[src/rtl/i281_pkg.sv]
// rtl/i281_pkg.sv - shared opcodes, one-hot indices, flag bits and run-controller states
package i281_pkg;

    localparam logic [3:0] OP_NOOP   = 4'b0000;
    localparam logic [3:0] OP_INPUT  = 4'b0001;
    localparam logic [3:0] OP_MOVE   = 4'b0010;
    localparam logic [3:0] OP_LOADI  = 4'b0011;
    localparam logic [3:0] OP_ADD    = 4'b0100;
    localparam logic [3:0] OP_ADDI   = 4'b0101;
    localparam logic [3:0] OP_SUB    = 4'b0110;
    localparam logic [3:0] OP_SUBI   = 4'b0111;
    localparam logic [3:0] OP_LOAD   = 4'b1000;
    localparam logic [3:0] OP_LOADF  = 4'b1001;
    localparam logic [3:0] OP_STORE  = 4'b1010;
    localparam logic [3:0] OP_STOREF = 4'b1011;
    localparam logic [3:0] OP_SHIFT  = 4'b1100;
    localparam logic [3:0] OP_CMP    = 4'b1101;
    localparam logic [3:0] OP_JUMP   = 4'b1110;
    localparam logic [3:0] OP_BRANCH = 4'b1111;

    localparam int IDX_NOOP    = 0;
    localparam int IDX_INPUTC  = 1;
    localparam int IDX_INPUTCF = 2;
    localparam int IDX_INPUTD  = 3;
    localparam int IDX_INPUTDF = 4;
    localparam int IDX_MOVE    = 5;
    localparam int IDX_LOADI   = 6;
    localparam int IDX_ADD     = 7;
    localparam int IDX_ADDI    = 8;
    localparam int IDX_SUB     = 9;
    localparam int IDX_SUBI    = 10;
    localparam int IDX_LOAD    = 11;
    localparam int IDX_LOADF   = 12;
    localparam int IDX_STORE   = 13;
    localparam int IDX_STOREF  = 14;
    localparam int IDX_SHIFTL  = 15;
    localparam int IDX_SHIFTR  = 16;
    localparam int IDX_CMP     = 17;
    localparam int IDX_JUMP    = 18;
    localparam int IDX_BRE     = 19;
    localparam int IDX_BRNE    = 20;
    localparam int IDX_BRG     = 21;
    localparam int IDX_BRGE    = 22;

    localparam int FLAG_ZERO  = 0;
    localparam int FLAG_NEG   = 1;
    localparam int FLAG_CARRY = 2;
    localparam int FLAG_OVF   = 3;

    typedef enum logic [1:0] {
        ST_HALT = 2'd0,
        ST_RUN  = 2'd1,
        ST_STEP = 2'd2
    } run_state_t;

endpackage

[src/rtl/opcode_onehot.sv]
// rtl/opcode_onehot.sv - combinational decode of a 16-bit i281 word into the 27-bit opcode bus
module opcode_onehot
    import i281_pkg::*;
(
    input  logic [15:0] i_word,
    output logic [26:0] o_opcode
);

    logic [4:0]  w_idx;
    logic [22:0] w_onehot;

    // Families share a base index and add their sub-code field
    always_comb begin
        w_idx = 5'(IDX_NOOP);
        case (i_word[15:12])
            OP_NOOP:   w_idx = 5'(IDX_NOOP);
            OP_INPUT:  w_idx = 5'(IDX_INPUTC) + {3'b000, i_word[9:8]};
            OP_MOVE:   w_idx = 5'(IDX_MOVE);
            OP_LOADI:  w_idx = 5'(IDX_LOADI);
            OP_ADD:    w_idx = 5'(IDX_ADD);
            OP_ADDI:   w_idx = 5'(IDX_ADDI);
            OP_SUB:    w_idx = 5'(IDX_SUB);
            OP_SUBI:   w_idx = 5'(IDX_SUBI);
            OP_LOAD:   w_idx = 5'(IDX_LOAD);
            OP_LOADF:  w_idx = 5'(IDX_LOADF);
            OP_STORE:  w_idx = 5'(IDX_STORE);
            OP_STOREF: w_idx = 5'(IDX_STOREF);
            OP_SHIFT:  w_idx = i_word[8] ? 5'(IDX_SHIFTR) : 5'(IDX_SHIFTL);
            OP_CMP:    w_idx = 5'(IDX_CMP);
            OP_JUMP:   w_idx = 5'(IDX_JUMP);
            OP_BRANCH: w_idx = 5'(IDX_BRE) + {3'b000, i_word[9:8]};
            default:   w_idx = 5'(IDX_NOOP);
        endcase
    end

    assign w_onehot = 23'd1 << w_idx;
    assign o_opcode = {i_word[11:10], i_word[9:8], w_onehot};

endmodule

[src/rtl/instr_decode_unit.sv]
// rtl/instr_decode_unit.sv - IR, registered one-hot decode, flags register and run/step controller
// Define STEP_MODE_EN for the HALT/RUN/STEP controller; otherwise HALT/RUN only.
module instr_decode_unit
    import i281_pkg::*;
#(
    parameter int SYNC_STAGES = 2
)(
    input  logic        clock,
    input  logic        reset,
    input  logic        run,
    input  logic        step_mode,
    input  logic [15:0] instr_in,
    input  logic        ir_load,
    input  logic [3:0]  alu_flags,
    input  logic        flags_load,
    input  logic        instr_done,
    output logic [26:0] opcode_out,
    output logic [7:0]  imm_out,
    output logic [15:0] ir_out,
    output logic [3:0]  flags_reg,
    output logic        cpu_en
);

    logic [15:0]            r_ir;
    logic [26:0]            r_opcode;
    logic [3:0]             r_flags;
    logic [SYNC_STAGES-1:0] r_sync;
    logic                   r_cpu_en;
    run_state_t             r_state;
    run_state_t             w_state_next;
    logic [26:0]            w_decode;
    logic                   w_run_sync;

    opcode_onehot u_opcode_onehot (
        .i_word   (instr_in),
        .o_opcode (w_decode)
    );

    always_ff @(posedge clock or posedge reset) begin
        if (reset) begin
            r_ir     <= 16'h0000;
            r_opcode <= 27'h0000001;
            r_flags  <= 4'h0;
        end else begin
            if (ir_load) begin
                r_ir     <= instr_in;
                r_opcode <= w_decode;
            end
            if (flags_load)
                r_flags <= alu_flags;
        end
    end

    always_ff @(posedge clock or posedge reset) begin
        if (reset)
            r_sync <= '0;
        else
            r_sync <= {r_sync[SYNC_STAGES-2:0], run};
    end

    assign w_run_sync = r_sync[SYNC_STAGES-1];

`ifdef STEP_MODE_EN
    logic r_run_prev;
    logic w_run_rise;

    always_ff @(posedge clock or posedge reset) begin
        if (reset)
            r_run_prev <= 1'b0;
        else
            r_run_prev <= w_run_sync;
    end

    assign w_run_rise = w_run_sync & ~r_run_prev;

    always_comb begin
        w_state_next = r_state;
        case (r_state)
            ST_HALT: begin
                if (!step_mode && w_run_sync)
                    w_state_next = ST_RUN;
                else if (step_mode && w_run_rise)
                    w_state_next = ST_STEP;
            end
            ST_RUN: begin
                if (instr_done && (!w_run_sync || step_mode))
                    w_state_next = ST_HALT;
            end
            ST_STEP: begin
                if (instr_done)
                    w_state_next = ST_HALT;
            end
            default: w_state_next = ST_HALT;
        endcase
    end
`else
    logic w_unused_step_mode;
    assign w_unused_step_mode = step_mode;

    always_comb begin
        w_state_next = r_state;
        case (r_state)
            ST_HALT: begin
                if (w_run_sync)
                    w_state_next = ST_RUN;
            end
            ST_RUN: begin
                if (instr_done && !w_run_sync)
                    w_state_next = ST_HALT;
            end
            default: w_state_next = ST_HALT;
        endcase
    end
`endif

    // cpu_en is decoded from the next state so it drops on the same edge that samples instr_done
    always_ff @(posedge clock or posedge reset) begin
        if (reset) begin
            r_state  <= ST_HALT;
            r_cpu_en <= 1'b0;
        end else begin
            r_state  <= w_state_next;
            r_cpu_en <= (w_state_next != ST_HALT);
        end
    end

    assign opcode_out = r_opcode;
    assign imm_out    = r_ir[7:0];
    assign ir_out     = r_ir;
    assign flags_reg  = r_flags;
    assign cpu_en     = r_cpu_en;

endmodule

[config.mk]
export PLATFORM = sky130hd
export DESIGN_NAME = instr_decode_unit
export DESIGN_NICKNAME = d
export VERILOG_FILES = /design/src/rtl/i281_pkg.sv /design/src/rtl/opcode_onehot.sv /design/src/rtl/instr_decode_unit.sv
export SDC_FILE = /design/constraint.sdc
export NUM_CORES = 1
export LEC_CHECK = 0
export BUFFER_PORTS_ARGS = -buffer_cell sky130_fd_sc_hd__buf_2
export CORE_UTILIZATION = 35
export CTS_CLUSTER_DIAMETER = 200
export CTS_CLUSTER_SIZE = 12
export DETAILED_ROUTE_END_ITERATION = 10
export GPL_TIMING_DRIVEN = 0
export PLACE_DENSITY = 0.69
export SLEW_MARGIN = 25
export SYNTH_ARGS = -nofsm -noshare
export SYNTH_HDL_FRONTEND = slang
export SYNTH_SLANG_ARGS = --single-unit
[constraint.sdc]
create_clock -name clock -period 4.1 [get_ports clock]
set_clock_uncertainty 0.15 [all_clocks]
set_input_delay 0.82 -clock clock [delete_from_list [all_inputs] [get_ports clock]]
set_output_delay 0.82 -clock clock [all_outputs]
set_load 0.02 [all_outputs]
==> metrics, run 1 <==
status=finished, final reports clean; Via Count=approximately 1.7k; PostCTS Resize Cnt=0; flop2flop setup slack=between 3000 and 4000 ps; post-synthesis cell count=slightly below 200; gr usage total=0.149; worst hold stages=0; DR WL/cell=~13 um; Root Buffer=clkbuf_8; critical path endpoint=opcode_out[4]; H-tree Lvls=2; # IOs=83; EDFF count, synth=0; Chip Width=about 83 um; Slew Limit Fails=0; Final Wtd Congestion=about 0.76; hold slack=208 ps; max frequency=395 MHz; Slew headroom=0.516; worst hold path class=reg -> reg; Worst Path Required=just over 4000 ps; Final Instance Area=about 2900 um^2; vias per cell=4.75; Crit. Startpoint=instr_in[8]; hold buffer count at CTS=0; grt ovf=0; final core utilization=0.461; main flop type after synthesis=dfrtp_1; synth top area cells=dfrtp_1 (51%), mux2_2 (9.3%), o22ai_1 (5.4%); Hold Fails Final Rpt=0; initial core utilization=0.362; period utilization=0.617; Period minus WS final=2530 ps; critical path capture point type=flop; worst reg-to-reg path cell count=2; Post-Syn Area=between 2000 and 2500 um^2; final setup TNS=0 ps; MaxCap Viol Count=0; area grow syn2layout=27.5%; Yosys reg bits=48; Longest Clk Path Bufs=2; max FFs per register=23; worst-path maximum fanout=10; Yosys top cell area share=0.512; peak supply drop=approximately 0.17 mV; RSZ-0062 raised after global routing=false; final setup fails=0; IO buf count=80; reg2reg end=opcode_out[0]; antenna violations before repair=0; Reg clk slew, reported paths=~90 ps; Yosys warning count=0; Site Rows=29; Clock Latency Late Sink=310 ps; number of global-route vias before repair=about 1.7k; pwr dens=379 nW/um^2; CTS tree=built; critical path class=in -> reg; total core area=approximately 6300 um^2; Final ANT Viol Nets=0; Worst-Margin Slew=slightly above 700 ps; syn_area_per_cell=between 10 and 15 um^2; post-synth cell types=40; FFs w/ async S/R, synth=1.00; DP HPWL=approximately 3.5 mm; Nets=around 310; Net Count, Synth=225; total chip power=roughly 1.1 mW; clk sink count=48; static leakage=1.42 nW; Final Routed Wirelength=about 4.8 mm; first drt pass iteration count=4; Critical Path Start Type=input pin; DIE AREA=between 6000 and 7000 um^2; ant diodes=0; sequential fraction of the synthesis area=0.523; largest net degree at the start of global routing=33; placed instance area=approximately 2800 um^2; worst path arrival time=roughly 2500 ps; DR DRC count=0; first-pass GRT wire length=about 8.3 mm; Post-CTS Setup Bufs=0; fraction of layout cells with a size suffix above 1=0.523; worst r2r src=opcode_out[0]; largest area contributor in the synthesized netlist=dfrtp_1; Die Ht=~83 um; Num CTS Buffers=5; 1st-iter DRT viols=between 50 and 60
-- power by group --
group          internal [mW]  switching, mW  leakage [nW]  total (mW)
Sequential             0.504         0.0170         0.609       0.521
Combinational         0.0995          0.139         0.752       0.239
Clock                  0.184          0.167        0.0548       0.351
-- routing by layer --
layer	track usage	wire (um)	vias to the layer above	share of wire
li1	-	-	829	-
met1	0.192	2210	825	0.46
met2	0.247	2290	59	0.48
met3	0.0388	267	5	0.055
met4	0.0439	38	0	0.0079
met5	0	0	-	0
-- through the flow --
stage	instances	setup WS, ps
detailed placement	354	1250
finish	362	1570
CTS	362	1590
global placement	353	1320
floorplan	196	1700
global route	362	1470
-- worst max-delay path, stage by stage --
cell	delay (ps)
buf_2	100
buf_6	130
inv_1	80
ha_1	350
inv_1	110
a21oi_1	260
a2111oi_4	90
a311oi_4	430
o22ai_1	170
-- layout make-up --
| type | instances | area [um^2] |
|---|---|---|
| plain buffers | 23 | 186 |
| clock buffers | 5 | 68.8 |
| clock inverters | 3 | 46.3 |
| fillers | 619 | 3420 |
| inverters | 30 | 113 |
| multi-input cells | 95 | 797 |
| flip-flops and latches | 48 | 1200 |
| well taps | 77 | 96.3 |
| repair buffers | 81 | 420 |
-- cell usage after synthesis (all sizes together) (2+ instances only) --
library cell	count
nor2	6
ha	2
nand4	3
a21oi	8
nor3	5
buf	19
nand2	7
clkbuf	4
inv	30
o21ai	4
mux2	19
o22ai	23
or3	2
dfrtp	47
and3b	2
-- kinds of logic after synthesis --
kind of cell / after synthesis / synth area share
buffers and inverters: 53 / 0.130
AND/OR/NAND/NOR: 31 / 0.0904
adder cells (fa/ha/maj): 2 / 0.0109
multiplexers: 19 / 0.0931
flip-flops: 48 / 0.523
other: 1 / 0.00163
AO/OA/AOI/OAI: 42 / 0.151
-- worst min path at each step --
stage | from | to
5_1_grt | r_sync[0] | r_sync[1]
4_1_cts | r_sync[0] | r_sync[1]
3_3_place_gp | r_sync[0] | r_sync[1]
3_5_place_dp | r_sync[0] | r_sync[1]
2_1_floorplan | r_sync[0] | r_sync[1]
6_report | r_sync[0] | r_sync[1]
-- cell usage in the layout, fill, tap and decap left out, types with 2 or more instances in the layout --
master / netlist / layout
buf_2: 0 / 80
dfrtp_1: 47 / 47
inv_1: 29 / 28
o22ai_1: 20 / 20
mux2_2: 19 / 19
buf_4: 14 / 14
a21oi_1: 6 / 6
clkbuf_8: 1 / 6
buf_6: 5 / 5
nand2_1: 5 / 5
nor2_1: 5 / 5
nor3_1: 4 / 4
o21ai_0: 4 / 4
clkbuf_1: 3 / 3
o22ai_2: 3 / 3
inv_2: 1 / 2
or3_4: 2 / 2
a21oi_4: 2 / 2
nand4_1: 2 / 2
nand2_2: 2 / 2
ha_1: 2 / 2
Power figures use the tool's default switching activity.
==> run 2, diff against run 1 <==
Settings changed: ABC_AREA from default to 1, PLACE_DENSITY 0.69 to 0.71.
Clock period 4.1 ns to 2 ns, I/O delays scaled along.
==> run 2 against run 1 <==
  * Register-to-register slack got worse by 2100 ps
  * Synthesized cell count increased by 28%
  * Final area decreased by 2.2%
  * Via count increased by 11%
  * Critical path depth increased by 1
  * Synthesized area decreased by 2.5%
  * First-iteration DRC count decreased by 33%
  * Combinational power increased by 85%
  * Count of clock-buffer cells in the layout increased by 1
  * Die area decreased by 2.4%
==> metrics, run 2 <==
status=finished, final reports clean; flop2flop setup slack=1070 ps (-2090 ps); gr usage total=0.153 (+0.00377); Longest Clk Path Bufs=2 (unchanged); hold slack=43.3 ps (-165 ps); H-tree Lvls=2 (unchanged); Critical Path Start Type=input pin; crit-path max cell delay=340 ps (-90 ps); first-pass GRT wire length=7.72 mm (-6.8%); MaxCap Viol Count=0 (unchanged); Post-CTS Setup Bufs=0 (unchanged); pre-CTS WS=72.2 ps (-1180 ps); static leakage=1.67 nW (+18%); sequential fraction of the synthesis area=0.537 (+0.0134); Worst-Margin Slew=674 ps (-43.4 ps); Setup WS post-layout=394 ps (-1180 ps); Cell Count, Final, Fillers Out=413 (+14%); most common cell after layout, fill and taps aside=nand2_1; Yosys top cell area share=0.525 (+0.0131); Root Buffer=clkbuf_8; RSZ-0062 raised after global routing=false; Worst Path Required=2040 ps (-2070 ps); number of global-route vias before repair=1,707 (-0.87%); Die Ht=82.0 um (-1.2%); Site Rows=28 (-3.4%); total chip power=2.19 mW (+97%); final setup TNS=0 ps (unchanged); DP HPWL=3.67 mm (+4.7%); Final Instance Area=2870 um^2 (-2.2%); DR DRC count=0 (unchanged); final setup fails=0 (unchanged); worst path bufs/invs=2 (-2); # IOs=83 (unchanged); worst path arrival time=1650 ps (-890 ps); PostCTS Resize Cnt=0 (unchanged); ant diodes=0 (unchanged); placed instance area=2760 um^2 (-2.0%); worst-path maximum fanout=5 (-5); max FFs per register=23 (unchanged); largest net degree at the start of global routing=31 (-6.1%); Yosys reg bits=48 (unchanged); antenna violations before repair=0 (unchanged); crit-path cells=buf_2 > inv_1 > ha_1 > nand3_1 > nand2_1 > nand2_1 > nor2_2 > nor2_4 > nand3_1 > nand2_1; fraction of layout cells with a size suffix above 1=0.405 (-0.117); CTS tree=built; Slew Limit Fails=0 (unchanged); synth cell count leaders=nand2_1 (98), dfrtp_1 (47), nand3_1 (20); post-synth cell types=26 (-35%); hold buffer count at CTS=0 (unchanged); initial core utilization=0.370 (+0.00777); commonest cells after routing, fill and taps aside=nand2_1 (98), buf_2 (85), dfrtp_1 (47); most frequent cell after synthesis=nand2_1; critical path capture point type=flop; largest area contributor in the synthesized netlist=dfrtp_1; main flop type after synthesis=dfrtp_1; EDFF count, synth=0 (unchanged); Net Count, Synth=279 (+24%); Nets=366 (+17%); post-synthesis cell count=250 (+28%); Final Wtd Congestion=0.813 (+7.4%); worst hold path class=in -> async; CP delay by family, top=simple AND/OR/NAND/NOR gates; placed cell count=405 (+14%); Reg clk slew, reported paths=90 ps (about the same); final core utilization=0.473 (+0.0113); 1st-iter DRT viols=39 (-33%); Final Routed Wirelength=4.89 mm (+1.5%); Clock Latency Late Sink=290 ps (-20 ps); pwr dens=763 nW/um^2 (+100%); Yosys warning count=0 (unchanged); vias per cell=4.61 (-2.9%); Chip Width=82.0 um (-1.2%); Final ANT Viol Nets=0 (unchanged); DIE AREA=6730 um^2 (-2.4%); Hold Fails Final Rpt=0 (unchanged); Crit path top cell by count=nand2_1; Via Count=1,904 (+11%); period utilization=0.803; grt ovf=0 (unchanged); Num CTS Buffers=5 (unchanged); synth top area cells=dfrtp_1 (52%), nand2_1 (16%), nand3_1 (4.5%); Critical-path top delay cell=ha_1; first drt pass iteration count=4 (unchanged); FFs w/ async S/R, synth=1.00 (unchanged); critical path class=in -> reg; clk sink count=48 (unchanged); syn_area_per_cell=8.96 um^2 (-24%); IO buf count=79 (-1.3%); max frequency=about 620 MHz; peak supply drop=0.285 mV (+66%); Period minus WS final=about 1600 ps; DR WL/cell=11.8 um (-11%); Post-Syn Area=2240 um^2 (-2.5%); area grow syn2layout=27.9%; total core area=6060 um^2 (-4.6%); Slew headroom=0.550 (+0.0346)
==> run 2: cell count changes in the layout (fill, tap and decap cells not counted), moves of 15 or more <==
cell / delta
o22ai_1: -20
inv_1: -20
mux2_2: -15
nand3_1: +20
nand2_1: +93
==> run 2: worst paths after layout <==
| path | startpoint | end | depth (start not counted) |
|---|---|---|---|
| worst max-delay path | instr_in[8] | opcode_out[18] | 10 |
| worst min-delay path | reset | ir_out[9] | 2 |
| worst max register to register | flags_reg[0] | flags_reg[0] | 1 |
| worst min register to register | r_sync[0] | r_sync[1] | 0 |
| max in group asynchronous | reset | opcode_out[17] | 3 |
| min in group clock | run | r_sync[0] | 1 |
==> run 2: where the power goes <==
group / leakage, nW / total, mW / internal [mW] / switching [mW]
combinational: 0.997 / 0.443 / 0.158 / 0.285
clock: 0.0552 / 0.683 / 0.371 / 0.312
sequential: 0.616 / 1.06 / 1.03 / 0.0319
==> run 2: per-layer routing <==
layer  vias to the layer above  track usage  routed length (um)
met2                        56        0.274                2330
li1                        950            -                   -
met5                         -            0                   0
met3                         7       0.0344                 303
met1                       891        0.179                2190
met4                         0       0.0526                  61
==> run 2: kinds of logic (layout without fill, tap and decap cells) <==
kind of cell             Yosys count  after routing  synth area share
AND/OR/NAND/NOR                  150            150             0.323
flip-flops                        48             48             0.537
buffers and inverters             35            123            0.0832
AO/OA/AOI/OAI                     10             10            0.0246
multiplexers                       4              4            0.0201
adder cells (fa/ha/maj)            2              2            0.0112
other                              1              1           0.00167
==> run 2: layout make-up <==
cell class,instances,area (um^2)
buffer,20,128
clock buffer,6,72.6
clock inverter,2,35.0
fill,630,3200
inverter,15,58.8
multi-input combinational,167,852
sequential,48,1200
tap,75,93.8
timing repair buffer,80,423
